$ cat src/rtl/systolic_pe.sv
`default_nettype none
// ============================================================================
// Module  : systolic_pe
// Brief   : Systolic-array MAC cell, output-stationary or weight-stationary.
// Revision: 1.0 - initial release
// ============================================================================
module systolic_pe #(
    parameter int IN_W     = 8,
    parameter int ACC_W    = 24,
    parameter bit SATURATE = 1'b1
) (
    input  logic                    clk,
    input  logic                    rst,
    input  logic                    enb,
    input  logic                    mode,
    input  logic signed [IN_W-1:0]  in_a,
    input  logic signed [IN_W-1:0]  in_b,
    input  logic                    in_vld,
    input  logic                    in_last,
    input  logic                    w_load,
    input  logic signed [ACC_W-1:0] in_psum,
    output logic signed [IN_W-1:0]  out_a,
    output logic signed [IN_W-1:0]  out_b,
    output logic                    out_vld,
    output logic                    out_last,
    output logic signed [ACC_W-1:0] out_c,
    output logic                    out_c_vld,
    output logic                    ovf
);

    localparam int                     c_PROD_W  = 2 * IN_W;
    localparam int                     c_EXT_W   = ACC_W + 1 - c_PROD_W;
    localparam logic signed [ACC_W-1:0] c_ACC_MAX = {1'b0, {(ACC_W-1){1'b1}}};
    localparam logic signed [ACC_W-1:0] c_ACC_MIN = {1'b1, {(ACC_W-1){1'b0}}};

    logic                    r_mode;
    logic signed [IN_W-1:0]  r_weight;
    logic signed [ACC_W-1:0] r_acc;
    logic signed [IN_W-1:0]  r_out_a;
    logic signed [IN_W-1:0]  r_out_b;
    logic                    r_out_vld;
    logic                    r_out_last;
    logic signed [ACC_W-1:0] r_out_c;
    logic                    r_out_c_vld;
    logic                    r_ovf;

    logic signed [c_PROD_W-1:0] w_op_a;
    logic signed [c_PROD_W-1:0] w_op_b;
    logic signed [c_PROD_W-1:0] w_prod;
    logic signed [ACC_W:0]      w_prod_ext;
    logic signed [ACC_W:0]      w_addend;
    logic signed [ACC_W:0]      w_sum;
    logic                       w_ovf_hit;
    logic signed [ACC_W-1:0]    w_sat;
    logic                       w_mode_chg;

    // Operands are widened first so the product is exact in 2*IN_W bits.
    assign w_op_a = {{IN_W{in_a[IN_W-1]}}, in_a};
    assign w_op_b = r_mode ? {{IN_W{r_weight[IN_W-1]}}, r_weight}
                           : {{IN_W{in_b[IN_W-1]}}, in_b};
    assign w_prod = w_op_a * w_op_b;

    assign w_prod_ext = {{c_EXT_W{w_prod[c_PROD_W-1]}}, w_prod};
    assign w_addend   = r_mode ? {in_psum[ACC_W-1], in_psum}
                               : {r_acc[ACC_W-1], r_acc};
    assign w_sum      = w_addend + w_prod_ext;

    // The ACC_W+1 sum leaves the ACC_W range exactly when its top two bits differ.
    assign w_ovf_hit  = w_sum[ACC_W] ^ w_sum[ACC_W-1];
    assign w_mode_chg = (mode != r_mode);

    always_comb begin
        w_sat = w_sum[ACC_W-1:0];
        if (w_ovf_hit && SATURATE) begin
            w_sat = w_sum[ACC_W] ? c_ACC_MIN : c_ACC_MAX;
        end
    end

    always_ff @(posedge clk or negedge rst) begin
        if (!rst) begin
            r_mode      <= 1'b0;
            r_weight    <= '0;
            r_acc       <= '0;
            r_out_a     <= '0;
            r_out_b     <= '0;
            r_out_vld   <= 1'b0;
            r_out_last  <= 1'b0;
            r_out_c     <= '0;
            r_out_c_vld <= 1'b0;
            r_ovf       <= 1'b0;
        end else if (enb) begin
            r_out_a    <= in_a;
            r_out_b    <= in_b;
            r_out_vld  <= in_vld;
            r_out_last <= in_last;

            if (w_mode_chg) begin
                // Switching dataflow discards all arithmetic state; this cycle's beat is dropped.
                r_mode      <= mode;
                r_weight    <= '0;
                r_acc       <= '0;
                r_out_c     <= '0;
                r_out_c_vld <= 1'b0;
                r_ovf       <= 1'b0;
            end else if (!r_mode) begin
                if (in_vld) begin
                    r_ovf <= r_ovf | w_ovf_hit;
                    if (in_last) begin
                        r_out_c     <= w_sat;
                        r_out_c_vld <= 1'b1;
                        r_acc       <= '0;
                    end else begin
                        r_acc       <= w_sat;
                        r_out_c_vld <= 1'b0;
                    end
                end else begin
                    r_out_c_vld <= 1'b0;
                end
            end else begin
                // The product above already used the old weight, so a same-cycle load is safe.
                if (w_load) begin
                    r_weight <= in_b;
                end
                if (in_vld) begin
                    r_out_c <= w_sat;
                    r_ovf   <= r_ovf | w_ovf_hit;
                end
                r_out_c_vld <= in_vld;
            end
        end
    end

    assign out_a     = r_out_a;
    assign out_b     = r_out_b;
    assign out_vld   = r_out_vld;
    assign out_last  = r_out_last;
    assign out_c     = r_out_c;
    assign out_c_vld = r_out_c_vld;
    assign ovf       = r_ovf;

endmodule
`default_nettype wire

$ cat config.mk
export PLATFORM = sky130hd
export DESIGN_NAME = systolic_pe
export DESIGN_NICKNAME = d
export VERILOG_FILES = /design/src/rtl/systolic_pe.sv
export SDC_FILE = /design/constraint.sdc
export NUM_CORES = 1
export LEC_CHECK = 0
export ABC_CLOCK_PERIOD_IN_PS = 9700
export BUFFER_PORTS_ARGS = -buffer_cell sky130_fd_sc_hd__buf_4
export CAP_MARGIN = 10
export CORE_AREA = 2 2 143 145
export CTS_BUF_LIST = sky130_fd_sc_hd__clkbuf_8
export DETAILED_ROUTE_END_ITERATION = 10
export DIE_AREA = 0 0 145 147
export PLACE_DENSITY_LB_ADDON = 0.25
export SLEW_MARGIN = 20
export SYNTH_ARGS = -nofsm -noshare
export SYNTH_HDL_FRONTEND = slang
export SYNTH_SLANG_ARGS = --single-unit
$ cat constraint.sdc
create_clock -name clk -period 9.7 [get_ports clk]
set_clock_uncertainty 0.2 [all_clocks]
set_input_delay 0.485 -clock clk [delete_from_list [all_inputs] [get_ports clk]]
set_output_delay 0.485 -clock clk [all_outputs]
set_load 0.005 [all_outputs]
==> flow_summary.json, run 1 <==
{
  "dieWidth_um": 145,
  "postSynthAreaPerCell_um2": 9.60,
  "synthesis_to_finish_area_growth_pct": 14.8,
  "cts_root_buffer": "clkbuf_8",
  "asyncSetResetFlopFracSynth_pct": 100,
  "worstHoldPathCells": 2,
  "synth_sequential_area_ratio_pct": 25.3,
  "min_to": "out_b[7]$_DFFE_PN0P_",
  "clk-insertion-delay-late_ps": 390,
  "design.die.area_mm2": 0.0213,
  "post_synth_xor_area_fraction_pct": 5.02,
  "syn_nets": 953,
  "tritoncts": "yes",
  "ys_dominant_reg_cell": "dfrtp_1",
  "drt.antenna.violating_nets": 0,
  "max_clock_freq_ghz": 0.118,
  "crit_path_max_cell_delay_ps": 800,
  "max_slew_margin_pct": 34.1,
  "finalNetCount": 1035,
  "synthesis.area_mm2": 0.00763,
  "floorplan.rows": 52,
  "cp.required_ps": 9730,
  "detail_route.wl_per_cell_um": 16.0,
  "yosys.area_share.simple_pct": 12.9,
  "place_ws_ps": 1240,
  "netlist_instances": 795,
  "hold_start": "in_b[7]",
  "synth.most_common_cell": "inv_1",
  "numCtsBuffers": 9,
  "clock_tree.htree_level_count": 3,
  "area.sequential_mm2": 0.00193,
  "routed_via_density": 5.05,
  "post_route_setup_tns_ps": 0,
  "numClockSinks": 77,
  "timing.critical_path.fanout_max": 20,
  "die_y_um": 147,
  "gp_routability_congestion": 0.821,
  "grt_setup_unrepaired": "no",
  "worst_slew_pin_slew_ps": 985,
  "drt_first_pass_iters": 6,
  "crit_type": "register to register",
  "fillers": 1958,
  "outcome": "finished clean",
  "effective_utilization_at_floorplan_pct": 38.4,
  "post-synth-top-area-fraction_pct": 25.3,
  "placement.io_buffers": 90,
  "grt_overflow_total": 0,
  "synth.cells.most_frequent": "inv_1, dfrtp_1, nand2_1",
  "layout-drive-gt1-share_pct": 21.2,
  "post_synthesis_compound_gate_area_fraction_pct": 18.0,
  "floorplan.core_area_mm2": 0.0198,
  "synth_fa_ha_area_share_pct": 24.5,
  "worst_setup_path_end_kind": "register",
  "max-cap-violations": 0,
  "count_of_synthesis_stage_warnings_from_yosys": 0,
  "reg2regPathDepth": 29,
  "rr_startpoint": "r_mode$_DFFE_PN0P_",
  "total_count_of_hold_check_failures_in_the_final_report": 0,
  "setup_viol": 0,
  "timing.critical_path.mode_cell": "fa_1",
  "max_stage_delay_cell_worst_path": "mux2i_1",
  "diodes": 0,
  "post_route_clock_period_utilization_pct": 87.4,
  "synth_top_cells_by_area": "dfrtp_1, fa_1, ha_1, mux2_2, inv_1",
  "hp-class": "input pin to register",
  "data_arrival_time_of_the_worst_path_ps": 8510,
  "vias": 5822,
  "drc": 0,
  "post_synth_mux_area_share_pct": 7.40,
  "slew_viol_final": 0,
  "register_to_register_path_setup_slack_ps": 1220,
  "postRouteWirelength_um": 18400,
  "fin_crit_ps": 8480,
  "rr_endpoint": "r_acc[22]$_DFFE_PN0P_",
  "grt_pass1_vias": 6198,
  "critPathLaunchType": "register",
  "dominant_combinational_cell_family_by_area_after_synthesis": "adder cells",
  "track_usage_pct": 18.5,
  "ys_seq_elements": 77,
  "wire_length_of_the_first_global_routing_pass_um": 31600,
  "grt_start_max_net_pins": 60,
  "netlist-cell-type-count": 72,
  "synth_area_leader_cell": "dfrtp_1",
  "synth_enable_flop_cells": 0,
  "drt-initial-drc-count": 269,
  "antenna_violations_before_repair": 0,
  "number_of_primary_i_o_pins": 91,
  "cts_buffer_depth": 2,
  "cts.clk_slew.worst_paths_ps": 110,
  "setup_ws_ps": 1220,
  "multi_input_area_mm2": 0.00518,
  "hpwlAfterDp_um": 14100
}
[cell type report]
| cell class | instances | share of cell area (%) |
|---|---|---|
| Sequential cell | 77 | 22.0 |
| Tap cell | 270 | 3.86 |
| Clock inverter | 7 | 0.714 |
| Inverter | 99 | 4.24 |
| Clock buffer | 9 | 1.41 |
| Timing Repair Buffer | 100 | 8.60 |
| Multi-Input combinational cell | 590 | 59.2 |
[per-stage QoR]
stage               hold WS [ps]  cells  util [%]  cell area (µm²)
floorplan                  -10.6    795         -             7630
global placement             185   1135      43.1             8560
detailed placement           186   1135      43.1             8560
CTS                          128   1152      44.1             8760
global route                 131   1152      44.1             8760
finish                       153   1152      44.1             8760
[cells in the final DEF, fill, tap and decap left out, drive strengths merged, types with 17 or more instances in the layout]
| cell type | instances |
|---|---|
| a21oi | 57 |
| buf | 99 |
| nor2b | 43 |
| nor2 | 27 |
| nand2 | 67 |
| xnor2 | 29 |
| a22oi | 32 |
| nand2b | 24 |
| a21o | 17 |
| o21ai | 32 |
| ha | 55 |
| dfrtp | 77 |
| fa | 56 |
| mux2 | 43 |
| inv | 103 |
| and2 | 17 |
[timing repair]
action	in CTS	in global routing
endpoints found under the hold margin	18	0
hold buffers	1	0
setup buffers	0	0
gates resized for setup	0	0
[cell families after synthesis]
| group | after synthesis |
|---|---|
| compound gates | 191 |
| xor+xnor | 37 |
| fa+ha+maj | 117 |
| buf+inv | 128 |
| flops | 77 |
| mux | 51 |
| simple gates | 194 |
[registers in the layout, summed over array words and instances, names as in the netlist]
name       count
out_a          8
out_last       1
ovf            1
r_acc         24
out_vld        1
out_c         24
out_c_vld      1
out_b          8
r_mode         1
r_weight       8
[layer usage]
metal | vias to the layer above | track usage [%] | part of all wire [%]
met5 | - | 0 | 0
met4 | 0 | 4.06 | 0.98
met3 | 15 | 3.76 | 4.2
met2 | 96 | 30.2 | 46
met1 | 2843 | 25.4 | 49
li1 | 2868 | - | -
[worst max path at each step]
| stage | cells past startpoint | to | startpoint | slack (ps) |
|---|---|---|---|---|
| floorplan | 29 | r_acc[22]$_DFFE_PN0P_ | r_mode$_DFFE_PN0P_ | 1700 |
| finish | 29 | r_acc[22]$_DFFE_PN0P_ | r_mode$_DFFE_PN0P_ | 1220 |
| CTS | 30 | r_acc[22]$_DFFE_PN0P_ | r_mode$_DFFE_PN0P_ | 1190 |
| global placement | 31 | out_c[10]$_DFFE_PN0P_ | r_mode$_DFFE_PN0P_ | 1400 |
| global route | 30 | r_acc[22]$_DFFE_PN0P_ | r_mode$_DFFE_PN0P_ | 630 |
| detailed placement | 30 | r_acc[22]$_DFFE_PN0P_ | r_mode$_DFFE_PN0P_ | 1240 |
[worst max-delay path, delay by kind of cell (launching register included)]
kind / cells / cell delay, ps
buf+inv: 3 / 140
fa+ha+maj: 6 / 2720
simple gates: 5 / 700
compound gates: 12 / 2690
mux: 1 / 800
flops: 1 / 610
xor+xnor: 2 / 430
Power of run 1 is left out: the tool's default activity adds up to more than one toggle a clock period on the data nets, which glitch-free logic cannot reach.
==> run 2: changes to the inputs <==
Settings changed: ABC_AREA from default to 1, CORE_AREA 2 2 143 145 to 2 2 103 205, DIE_AREA 0 0 145 147 to 0 0 105 207.
==> flow_summary.json, run 2 <==
{
  "outcome": "finished clean",
  "vias": 6465,
  "numCtsBuffers": 9,
  "max_clock_freq_ghz": 0.119,
  "placement.io_buffers": 90,
  "timing.critical_path.mode_cell": "nand2_1",
  "cts_buffer_depth": 2,
  "dieWidth_um": 105,
  "synth.most_common_cell": "nand2_1",
  "design.die.area_mm2": 0.0217,
  "layout-drive-gt1-share_pct": 17.9,
  "fin_crit_ps": 8410,
  "cts_root_buffer": "clkbuf_8",
  "post-place-cells": 1319,
  "cp.required_ps": 9820,
  "post_route_setup_tns_ps": 0,
  "finalNetCount": 1223,
  "most-common-layout-cells": "nand2_1, inv_1, buf_4",
  "postCtsHoldBufs": 1,
  "cts.clk_slew.worst_paths_ps": 90,
  "routed_via_density": 4.84,
  "grt_pass1_vias": 6864,
  "netlist_instances": 986,
  "postRouteWirelength_um": 19500,
  "ys_dominant_reg_cell": "dfrtp_1",
  "crit_path_max_cell_delay_ps": 600,
  "synthesis.area_mm2": 0.00773,
  "numClockSinks": 77,
  "worst_slew_pin_slew_ps": 922,
  "synth.cells.most_frequent": "nand2_1, inv_1, dfrtp_1",
  "detail_route.wl_per_cell_um": 14.6,
  "crit_type": "register to register",
  "post-route-util_pct": 43.6,
  "count_of_synthesis_stage_warnings_from_yosys": 0,
  "cpLargestDelayFamily": "simple AND/OR/NAND/NOR gates",
  "hp-class": "input pin to register",
  "tritoncts": "yes",
  "floorplan.rows": 74,
  "drt.antenna.violating_nets": 0,
  "final_common_cell": "nand2_1",
  "floorplan.core_area_mm2": 0.0202,
  "total_count_of_hold_check_failures_in_the_final_report": 0,
  "grt_setup_unrepaired": "no",
  "timing.critical_path.fanout_max": 33,
  "synth_sequential_area_ratio_pct": 24.9,
  "drt-initial-drc-count": 309,
  "place_ws_ps": 1360,
  "drt_first_pass_iters": 7,
  "effective_utilization_at_floorplan_pct": 38.3,
  "number_of_primary_i_o_pins": 91,
  "clk-insertion-delay-late_ps": 390,
  "netlist-cell-type-count": 41,
  "track_usage_pct": 19.1,
  "synth_area_leader_cell": "dfrtp_1",
  "data_arrival_time_of_the_worst_path_ps": 8530,
  "setup_ws_ps": 1290,
  "wire_length_of_the_first_global_routing_pass_um": 33400,
  "setup_viol": 0,
  "worst_setup_path_end_kind": "register",
  "max_slew_margin_pct": 37.9,
  "post_route_clock_period_utilization_pct": 86.7,
  "cts_post_setup_buffers_inserted": 0,
  "ys_seq_elements": 77,
  "asyncSetResetFlopFracSynth_pct": 100,
  "critPathLaunchType": "register",
  "drc": 0,
  "max-cap-violations": 0,
  "synth_top_cells_by_area": "dfrtp_1, fa_1, nand2_1, ha_1, inv_1",
  "die_y_um": 207,
  "hpwlAfterDp_um": 15700,
  "postSynthAreaPerCell_um2": 7.84,
  "synthesis_to_finish_area_growth_pct": 13.9,
  "syn_nets": 1144,
  "gp_routability_congestion": 0.883,
  "clock_tree.htree_level_count": 3,
  "worst-path-buf-inv": 5,
  "diodes": 0,
  "final_cell_count_no_fill": 1336,
  "cts_repair_resize_count": 0,
  "grt_overflow_total": 0,
  "max_stage_delay_cell_worst_path": "o21ai_0",
  "antenna_violations_before_repair": 0,
  "grt_start_max_net_pins": 62,
  "post-synth-top-area-fraction_pct": 24.9,
  "synth_enable_flop_cells": 0,
  "slew_viol_final": 0
}
-- run 2: changes by cell type after synthesis, sizes merged, moves of 35 or more --
cell   before  now
nor2b      43    1
nor2       27   78
mux2       43    8
nand2      67  283
nand3       2  100
inv        99  156
-- run 2: worst paths after layout --
path                            depth (start not counted)                   from                 endpoint  slack [ps]
worst min-delay path                                    3                in_b[5]  r_weight[5]$_DFFE_PN0P_         150
worst min register to register                          2  r_acc[12]$_DFFE_PN0P_    r_acc[12]$_DFFE_PN0P_         280
worst max-delay path                                   35     r_mode$_DFFE_PN0P_    out_c[18]$_DFFE_PN0P_        1290
min in group asynchronous                               2                    rst  r_weight[5]$_DFFE_PN0P_         300
max in group asynchronous                               3                    rst    r_acc[11]$_DFFE_PN0P_        7910
worst max register to register                         35     r_mode$_DFFE_PN0P_    out_c[18]$_DFFE_PN0P_        1290
-- run 2: layout make-up --
class	instances	area, µm²
fillers	2134	11400
repair buffers	96	723
clock buffers	9	124
clock inverters	7	100
flip-flops and latches	77	1930
inverters	160	608
well taps	266	333
multi-input cells	721	4990
-- run 2: logic make-up after synthesis --
group / Yosys count / synth area share [%]
and+or+nand+nor: 470 / 29.0
buffers and inverters: 188 / 10.5
adders and majority gates: 111 / 23.4
AOI/OAI and AO/OA: 92 / 6.38
DFF: 77 / 24.9
xor gates and xnor gates: 40 / 4.53
muxes: 8 / 1.17
-- run 2: metrics by stage --
stage	hold slack [ps]	instance area, µm²
floorplan	-10.6	7730
global placement	158	8570
detailed placement	163	8570
CTS	131	8800
global route	155	8800
finish	152	8800
-- run 2: routing by layer --
metal / GRT usage [%] / wire, µm / vias up
li1: - / - / 3221
met1: 22.9 / 8120 / 3111
met2: 35.4 / 10500 / 111
met3: 2.11 / 546 / 22
met4: 5.33 / 332 / 0
met5: 0 / 0 / -
-- run 2: worst min-delay path: stages --
cell	delay [ps]
buf_4	90
nand3_1	60
o21ai_0	70
Power of run 2 is left out for the same reason.
